`config.mk`:
```
export PLATFORM = sky130hd
export DESIGN_NAME = ip_recv_v2
export DESIGN_NICKNAME = d
export VERILOG_FILES = /design/src/rtl/ip_recv_v2.sv
export SDC_FILE = /design/constraint.sdc
export NUM_CORES = 1
export LEC_CHECK = 0
export BUFFER_PORTS_ARGS = -buffer_cell sky130_fd_sc_hd__buf_2
export CORE_ASPECT_RATIO = 1.75
export CORE_MARGIN = 2
export CORE_UTILIZATION = 45
export DETAILED_ROUTE_END_ITERATION = 10
export GPL_TIMING_DRIVEN = 1
export PLACE_DENSITY = 0.78
export SYNTH_ARGS = -nofsm -noshare
export SYNTH_HDL_FRONTEND = slang
export SYNTH_SLANG_ARGS = --single-unit
```
`constraint.sdc`:
```
create_clock -name clock -period 5.5 [get_ports clock]
set_input_delay 0.275 -clock clock [delete_from_list [all_inputs] [get_ports clock]]
set_output_delay 0.275 -clock clock [all_outputs]
set_load 0.03 [all_outputs]
```
`src/rtl/ip_recv_v2.sv`:
```
// ---------------------------------------------------------------------------
// ip_recv_v2 -- IPv4 header parser for the Ethernet receive path.
//
// Takes the IP datagram one byte per clock from the MAC receive stage and
// checks the header: version, IHL, total length, fragmentation, protocol and
// destination address. When a header is accepted, the addressing and length
// fields are committed and 'active' marks exactly the payload bytes for the
// downstream ICMP/UDP receivers.
//
// Ports:
//   clock        in   system clock
//   reset        in   asynchronous active-high reset
//   rx_enable    in   high while datagram bytes stream, low between frames
//   data[7:0]    in   datagram byte, valid when rx_enable=1
//   broadcast    in   frame carried the MAC broadcast address (frame-stable)
//   local_ip     in   own IPv4 address
//   subnet_mask  in   own netmask
//   active       out  current data byte is payload (combinational)
//   is_icmp      out  committed protocol == 1
//   is_udp       out  committed protocol == 17
//   is_igmp      out  committed protocol == 2 (0 unless ACCEPT_IGMP)
//   remote_ip    out  committed source address
//   to_ip        out  committed destination address
//   payload_len  out  committed total_length - header_len
//   hdr_error    out  one-cycle pulse on malformed-header rejection
//
// Optional build macro:
//   IP_RX_CSUM_EN  verify the header ones-complement checksum at header end
//                  (a mismatch rejects with hdr_error and no commit).
// ---------------------------------------------------------------------------
module ip_recv_v2 #(
    parameter int LEN_W        = 11,
    parameter bit ACCEPT_MCAST = 1'b0,
    parameter bit ACCEPT_IGMP  = 1'b0,
    parameter bit ALLOW_FRAG   = 1'b0
) (
    input  logic             clock,
    input  logic             reset,
    input  logic             rx_enable,
    input  logic [7:0]       data,
    input  logic             broadcast,
    input  logic [31:0]      local_ip,
    input  logic [31:0]      subnet_mask,
    output logic             active,
    output logic             is_icmp,
    output logic             is_udp,
    output logic             is_igmp,
    output logic [31:0]      remote_ip,
    output logic [31:0]      to_ip,
    output logic [LEN_W-1:0] payload_len,
    output logic             hdr_error
);

    typedef enum logic [1:0] {IDLE, HEADER, PAYLOAD, DONE} state_t;

    state_t           state_q;
    logic [LEN_W-1:0] byte_no_q;   // number of datagram bytes already consumed
    logic [LEN_W-1:0] tot_len_q;
    logic [5:0]       hdr_len_q;
    logic [7:0]       tl_hi_q;
    logic [7:0]       proto_q;
    logic [31:0]      src_q;
    logic [31:0]      dst_q;

    logic             is_icmp_q, is_udp_q, is_igmp_q, hdr_error_q;
    logic [31:0]      remote_ip_q, to_ip_q;
    logic [LEN_W-1:0] payload_len_q;

    // Combinational views of the byte currently on 'data'.
    logic [LEN_W-1:0] byte_no_d;   // 1-based number of the current byte
    logic [LEN_W-1:0] hdr_len_d;
    logic [15:0]      tot_len16_d;
    logic [31:0]      dst_d;
    logic             tl_too_big_d;
    logic             proto_ok_d;
    logic             dst_ok_d;
    logic             at_hdr_end_d;
    logic             csum_ok_d;

`ifdef IP_RX_CSUM_EN
    logic [15:0] csum_q;
    logic [7:0]  csum_hi_q;
    logic [15:0] csum_d;

    // Ones-complement add with end-around carry; a single fold suffices
    // because 0xFFFF + 0xFFFF folds to 0xFFFF without a second carry.
    function automatic logic [15:0] csum_add(input logic [15:0] a, input logic [15:0] b);
        logic [16:0] s;
        s = {1'b0, a} + {1'b0, b};
        return s[15:0] + {15'd0, s[16]};
    endfunction

    // The last header word completes on an even byte, so csum_d already
    // includes it when the header-end decision is taken.
    always_comb begin
        csum_d    = csum_add(csum_q, {csum_hi_q, data});
        csum_ok_d = (csum_d == 16'hFFFF);
    end
`else
    assign csum_ok_d = 1'b1;
`endif

    always_comb begin
        byte_no_d    = byte_no_q + LEN_W'(1);
        hdr_len_d    = LEN_W'(hdr_len_q);
        tot_len16_d  = {tl_hi_q, data};
        dst_d        = {dst_q[23:0], data};
        tl_too_big_d = ((32'(tot_len16_d) >> LEN_W) != 32'd0);
        proto_ok_d   = (data == 8'd1) || (data == 8'd17) ||
                       (ACCEPT_IGMP && (data == 8'd2));
        if (broadcast) begin
            // Limited broadcast, our own address, or our directed broadcast.
            dst_ok_d = (dst_d == 32'hFFFF_FFFF) || (dst_d == local_ip) ||
                       (((dst_d & subnet_mask) == (local_ip & subnet_mask)) &&
                        ((dst_d | subnet_mask) == 32'hFFFF_FFFF));
        end else begin
            dst_ok_d = (dst_d[31:28] != 4'hE) || ACCEPT_MCAST;
        end
        at_hdr_end_d = (byte_no_d == hdr_len_d);
    end

    assign active      = rx_enable && (state_q == PAYLOAD);
    assign is_icmp     = is_icmp_q;
    assign is_udp      = is_udp_q;
    assign is_igmp     = is_igmp_q;
    assign remote_ip   = remote_ip_q;
    assign to_ip       = to_ip_q;
    assign payload_len = payload_len_q;
    assign hdr_error   = hdr_error_q;

    always_ff @(posedge clock or posedge reset) begin
        if (reset) begin
            state_q       <= IDLE;
            byte_no_q     <= '0;
            tot_len_q     <= '0;
            hdr_len_q     <= '0;
            tl_hi_q       <= '0;
            proto_q       <= '0;
            src_q         <= '0;
            dst_q         <= '0;
            is_icmp_q     <= 1'b0;
            is_udp_q      <= 1'b0;
            is_igmp_q     <= 1'b0;
            hdr_error_q   <= 1'b0;
            remote_ip_q   <= '0;
            to_ip_q       <= '0;
            payload_len_q <= '0;
`ifdef IP_RX_CSUM_EN
            csum_q        <= '0;
            csum_hi_q     <= '0;
`endif
        end else begin
            hdr_error_q <= 1'b0;
            if (!rx_enable) begin
                state_q   <= IDLE;
                byte_no_q <= '0;
            end else begin
                case (state_q)
                    IDLE: begin
                        // First datagram byte: version / IHL.
                        byte_no_q <= LEN_W'(1);
`ifdef IP_RX_CSUM_EN
                        csum_q    <= '0;
                        csum_hi_q <= data;
`endif
                        if (data[7:4] != 4'd4) begin
                            state_q <= DONE;
                        end else if (data[3:0] < 4'd5) begin
                            state_q     <= DONE;
                            hdr_error_q <= 1'b1;
                        end else begin
                            hdr_len_q <= {data[3:0], 2'b00};
                            state_q   <= HEADER;
                        end
                    end

                    HEADER: begin
                        byte_no_q <= byte_no_d;
`ifdef IP_RX_CSUM_EN
                        if (byte_no_d[0]) csum_hi_q <= data;
                        else              csum_q    <= csum_d;
`endif
                        if (byte_no_d == LEN_W'(3)) tl_hi_q <= data;
                        if (byte_no_d == LEN_W'(4)) begin
                            tot_len_q <= LEN_W'(tot_len16_d);
                            if (tl_too_big_d) begin
                                state_q     <= DONE;
                                hdr_error_q <= 1'b1;
                            end
                        end
                        if ((byte_no_d == LEN_W'(5)) && (tot_len_q < hdr_len_d)) begin
                            state_q     <= DONE;
                            hdr_error_q <= 1'b1;
                        end
                        // Byte 7 holds MF (bit 5) and offset[12:8]; byte 8 offset[7:0].
                        if (!ALLOW_FRAG && (byte_no_d == LEN_W'(7)) &&
                            (data[5] || (data[4:0] != 5'd0)))
                            state_q <= DONE;
                        if (!ALLOW_FRAG && (byte_no_d == LEN_W'(8)) && (data != 8'd0))
                            state_q <= DONE;
                        if (byte_no_d == LEN_W'(10)) begin
                            proto_q <= data;
                            if (!proto_ok_d) state_q <= DONE;
                        end
                        if ((byte_no_d >= LEN_W'(13)) && (byte_no_d <= LEN_W'(16)))
                            src_q <= {src_q[23:0], data};
                        if ((byte_no_d >= LEN_W'(17)) && (byte_no_d <= LEN_W'(20)))
                            dst_q <= dst_d;

                        // Header end is never before byte 20, so a destination
                        // reject on byte 20 must pre-empt the commit.
                        if ((byte_no_d == LEN_W'(20)) && !dst_ok_d) begin
                            state_q <= DONE;
                        end else if (at_hdr_end_d) begin
                            if (!csum_ok_d) begin
                                state_q     <= DONE;
                                hdr_error_q <= 1'b1;
                            end else begin
                                remote_ip_q   <= src_q;
                                to_ip_q       <= (byte_no_d == LEN_W'(20)) ? dst_d : dst_q;
                                is_icmp_q     <= (proto_q == 8'd1);
                                is_udp_q      <= (proto_q == 8'd17);
                                is_igmp_q     <= ACCEPT_IGMP && (proto_q == 8'd2);
                                payload_len_q <= tot_len_q - hdr_len_d;
                                state_q       <= (tot_len_q == hdr_len_d) ? DONE : PAYLOAD;
                            end
                        end
                    end

                    PAYLOAD: begin
                        byte_no_q <= byte_no_d;
                        if (byte_no_d == tot_len_q) state_q <= DONE;
                    end

                    DONE: begin
                        // Swallow the rest of the frame (padding, CRC).
                    end

                    default: state_q <= IDLE;
                endcase
            end
        end
    end

endmodule
```
Word level (Yosys, flattened, before mapping) --
Cells that the tools add are included. W data, S select, Z words.
Operators by class: add/subtract/negate cells 2, $mul 0, divide/modulo/power cells 0, order comparisons 6, equal/unequal tests 25, shift-type cells 0, multiplexer cells 26, bitwise operators 6, reduce and logical (&&, ||, !) cells 26
Operators with widths (count):
- $and A32 B32 Y32 | 2
- $eq A32 B32 Y1 | 2
- $eq A32 B32 Y1 const B | 2
- $eq A11 B3 Y1 const B | 3
- $mux W32 | 1
- $or A32 B32 Y32 | 1
- $reduce_bool A32 Y1 | 1
- $mux W2 | 13
- $eq A11 B4 Y1 const B | 2
- $eq A11 B6 Y1 | 2
- $le A11 B5 Y1 const B | 2
- $pmux W11 S2 | 1
- $eq A8 B1 Y1 const B | 2
- $eq A8 B5 Y1 const B | 2
- $reduce_and A3 Y1 | 5
- $add A11 B1 Y11 const B | 1
- $eq A11 B11 Y1 | 1
- $eq A11 B2 Y1 const B | 1
- $eq A11 B5 Y1 const B | 1
- $ge A11 B4 Y1 const B | 1
- $ge A11 B5 Y1 const B | 1
- $lt A11 B6 Y1 | 1
- $mux W11 | 1
- $sub A11 B6 Y11 | 1
- other kinds (20) | 41
Word-level totals: register bits 186, latch bits 0, bits in writable memories 0, bits in read-only memories 0, input port bits 76, output and inout bits 80, memories 0

Logic depth before layout (Yosys ltp) --
word-level depth 12, gate-level depth with buffers 15

Worst setup path after synthesis --
No wires, ideal clock.
path type register to register, start reg byte_no_q[1], end reg dst_q[0], setup time 125 ps, data arrival time 3068 ps, data required time 5375 ps, slack 2307 ps, cell stages (with the launch flop) 14, path through dfrtp_1 > ha_1 > buf_2 > and4_1 > clkbuf_1 > a211o_1 > a32o_1 > or2_1 > buf_6 > nand4b_4 > buf_4 > a211o_1 > buf_6 > mux2_4
Between the ends: cells in the longest elaborated chain, start to end 4
RTL lines:
- start, declared | RTL line 57 | logic [LEN_W-1:0] byte_no_q;
- start signal, assigned | RTL line 178 | byte_no_q <= byte_no_d;
- start signal, assigned | RTL line 231 | byte_no_q <= byte_no_d;
- $add A11 B1 Y11 * | RTL line 104 | byte_no_d = byte_no_q + LEN_W'(1);
- $ge A11 B5 Y1 / $le A11 B5 Y1 (equally long branches) | RTL line 207 | if ((byte_no_d >= LEN_W'(17)) && (byte_no_d <= LEN_W'(20)))
- $logic_and A1 B1 Y1 * | RTL line 207
- $reduce_and A3 Y1 (no source line) *
- end signal, assigned | RTL line 208 | dst_q <= dst_d;
- end, declared | RTL line 63 | logic [31:0] dst_q;
Every way passes the cells marked *; elsewhere a longest branch is shown, timed or not. A chain may end at the register's enable or synchronous reset.

Worst setup path after layout --
start reg byte_no_q[0], end reg remote_ip_q[10], in the netlist remote_ip[10]
Between the ends: cells in the longest elaborated chain, start to end 5
RTL lines:
- $add A11 B1 Y11 * | RTL line 104
- $eq A11 B5 Y1 | RTL line 212 | if ((byte_no_d == LEN_W'(20)) && !dst_ok_d) begin
- $logic_and A1 B1 Y1 | RTL line 212
- $not A1 Y1 (no source line)
- $reduce_and A4 Y1 (no source line) *
- end signal, assigned | RTL line 219 | remote_ip_q <= src_q;
- end, declared | RTL line 66 | logic [31:0] remote_ip_q, to_ip_q;
Marked as above.

==> impl_metrics.toml <==
[logic_synthesis]
synth_seq_cells = 186
synth_mux_area_share_pct = 20.6
synth_compound_area_share_pct = 8.56
synth_enable_flop_cells = 0
yosysUniqueCellTypes = 64
synthXorXnorAreaFrac_pct = 5.68
netlist_area_mm2 = 0.00972
syn_area_per_cell_um2 = 11.4
yosysTopAreaCellShare_pct = 47.9
synthArstFlopShare_pct = 100
synthCells = 850
synthTopCellsByArea = "dfrtp_1, mux2_4, mux2_2"
syn-num-nets = 939
synth-warning-count = 0
synthSimpleGateAreaFrac_pct = 11.1
synthTopCellsByCount = "dfrtp_1, nand2_1, mux2_4"
yosys.area.top_type = "dfrtp_1"
synth_top_family_by_area = "multiplexers"
seq_area_frac_synth_pct = 47.9
synthMostInstantiatedCell = "dfrtp_1"
synthAdderAreaFrac_pct = 1.75
synthFlopType = "dfrtp_1"

[global_route]
grt_pass1_wl_um = 41500
antenna_found_initial = 0
grt-ovfl-total = 0
grt_pass1_vias = 7502
grt_max_degree = 96
grt_use_total_pct = 23.9

[routing]
vias_per_cell = 5.77
firstDrtPassIters = 4
drtAntennaViolNets = 0
drc = 0
avgRoutedWirePerCell_um = 21.1
wirelength_um = 26300
vias = 7188
drt_iter0_drc = 435

[cells_and_area]
fin_area_mm2 = 0.0112
num_antenna_cells = 0
drive_above_1_share_pct = 33.4
areaGrowthSynthToFinish_pct = 15.6
fin_nets = 1066

[timing]
fin_hold_ws_ps = -43.3
fin_ws_ps = 1410
rsz0062_at_grt = "no"
worst_pin_slew_ps = 1010
finalCriticalPeriod_ps = 4090
clock_skew_ps = 19.2
setup_viol = 0
slew_viol_final = 0
slew_headroom_pct = 32.4
timing.final.crit_share_pct = 74.3
fin_setup_tns_ps = 0
max_freq_mhz = 245
hold_viol_final = 13

[place]
port_buffers = 154
place_ws_ps = 1440
dp_hpwl_um = 19200
gp_congestion = 0.967
dpl_cell_area_mm2 = 0.0106

[setup_path]
rr_startpoint = "byte_no_q[0]"
critPathKind = "flop to flop"
cp_data_arrival_time_ps = 4410
path_max_fanout = 24
start_kind = "flop"
worstPathRequired_ps = 5820
end_kind = "flop"
critPathLaunch = "byte_no_q[0]"

[power]
p_switching_mw = 1.10
seq_power_share_pct = 43.1
share_comb_of_total_power_pct = 19.4
peakVddDrop_v = 0.000239
power_density_mw_per_mm2 = 308
intPower_mw = 2.36
fin_total_pwr_mw = 3.46
p_leak_nw = 5.83
power.share.clock_pct = 37.6
swShare_pct = 31.9

[clock_tree]
path_clk_slew_ps = 90
cts_tree = "done"
clockRootBuffer = "clkbuf_16"
ctsResizeCount = 0
clock_path_buffers = 2
clkSinkCount = 186
clk_latency_ps = 450
cts_buffers = 17
cts_hold_buffers = 0
htreeDepth = 4
post_cts_buffers = 0

[outcome]
outcome = "finished with violations"
violations = "hold timing"

[floorplan]
fp.dieArea_mm2 = 0.0228
ios = 156
floorplan.initialDensity_pct = 45.6
std_cell_rows = 71
die_x_um = 115
core_area_mm2 = 0.0213
die_h_um = 198

[worst_hold_path]
hp-class = "input port to asynchronous set/reset pin"

[run]
drv_cap = 0
==> per-layer routing <==
layer  track usage [%]  vias up  share of wire [%]
met5                 0        -                  0
met4              12.9        0                5.1
met3              3.50       85                4.7
met2              42.1      288                 53
met1              27.6     3534                 38
li1                  -     3281                  -
==> state kept, by name, summed over array words and instances (netlist names) <==
signal and flops:
proto_q 8, payload_len 11, to_ip 32, tl_hi_q 8
tot_len_q 11, byte_no_q 11, src_q 32, remote_ip 32
is_icmp 1, is_udp 1, state_q 2, hdr_error 1
dst_q 32, hdr_len_q 4
==> final cells by class <==
| cell class | instances | area [um^2] |
|---|---|---|
| Clock buffer | 17 | 425 |
| Clock inverter | 15 | 223 |
| Fill cell | 1851 | 10100 |
| Inverter | 35 | 136 |
| Multi-Input combinational cell | 577 | 4650 |
| Sequential cell | 186 | 4650 |
| Tap cell | 255 | 319 |
| Timing Repair Buffer | 160 | 828 |
==> final timing paths <==
check	endpoint	slack (ps)	cells past startpoint
max in group asynchronous	byte_no_q[1]	4120	3
setup / recovery	remote_ip[10]	1410	8
setup reg to reg	remote_ip[10]	1410	8
hold reg to reg	payload_len[6]	480	2
min in group clock	state_q[0]	190	2
hold / removal	src_q[25]	-40	2
==> metrics by stage <==
stage | utilization (%) | std cells
after detailed placement | 49.7 | 1213
final | 52.7 | 1245
after global routing | 52.7 | 1245
after global placement | 49.7 | 1213
after CTS | 52.7 | 1245
after floorplan | - | 850
==> worst max-delay path, stage by stage (launching register included) <==
cell and delay, ps:
dfrtp_1 560, ha_1 360, nand3_1 180, xnor2_1 830
nor2_1 120, or4_1 530, a311o_2 660, buf_4 380
mux2_4 340
==> cells by family (layout without fill, tap and decap cells) <==
| family | after synthesis | count (layout) |
|---|---|---|
| buffers and inverters | 87 | 227 |
| other | 1 | 1 |
| adder cells (fa/ha/maj) | 13 | 13 |
| AO/OA/AOI/OAI | 133 | 133 |
| AND/OR/NAND/NOR | 207 | 207 |
| XOR/XNOR | 63 | 63 |
| multiplexers | 160 | 160 |
| flip-flops | 186 | 186 |
==> placed cells by master (no fill, tap or decap), types with 3 or more instances in the layout <==
cell type	n
a21o_1	5
a21oi_1	12
buf_4	5
dfrtp_1	186
o21ai_0	48
nor2b_1	6
nand2b_1	5
mux2i_1	32
inv_1	34
nor4b_1	3
nor2_1	28
o211ai_1	4
or4_1	6
o22ai_1	25
nor4_1	16
nand2_1	67
xnor2_1	45
buf_2	154
mux2_4	65
and3_1	4
nand4_1	25
clkinv_8	7
mux2_2	63
clkinv_4	4
clkbuf_16	17
o21a_1	3
ha_1	12
o21ai_1	8
a211oi_1	5
xor2_1	18
nand3_1	16
and2_1	3
nor3_1	14
==> power groups by stage <==
stage          logic (mW)  registers (mW)  clock network [mW]
6_report            0.670            1.49                1.30
3_5_place_dp        0.666            1.51                   0
5_1_grt             0.741            1.50                1.37
4_1_cts             0.668            1.49                1.31
2_1_floorplan       0.494            1.49                   0
3_3_place_gp        0.656            1.51                   0
Power figures use the tool's default switching activity.
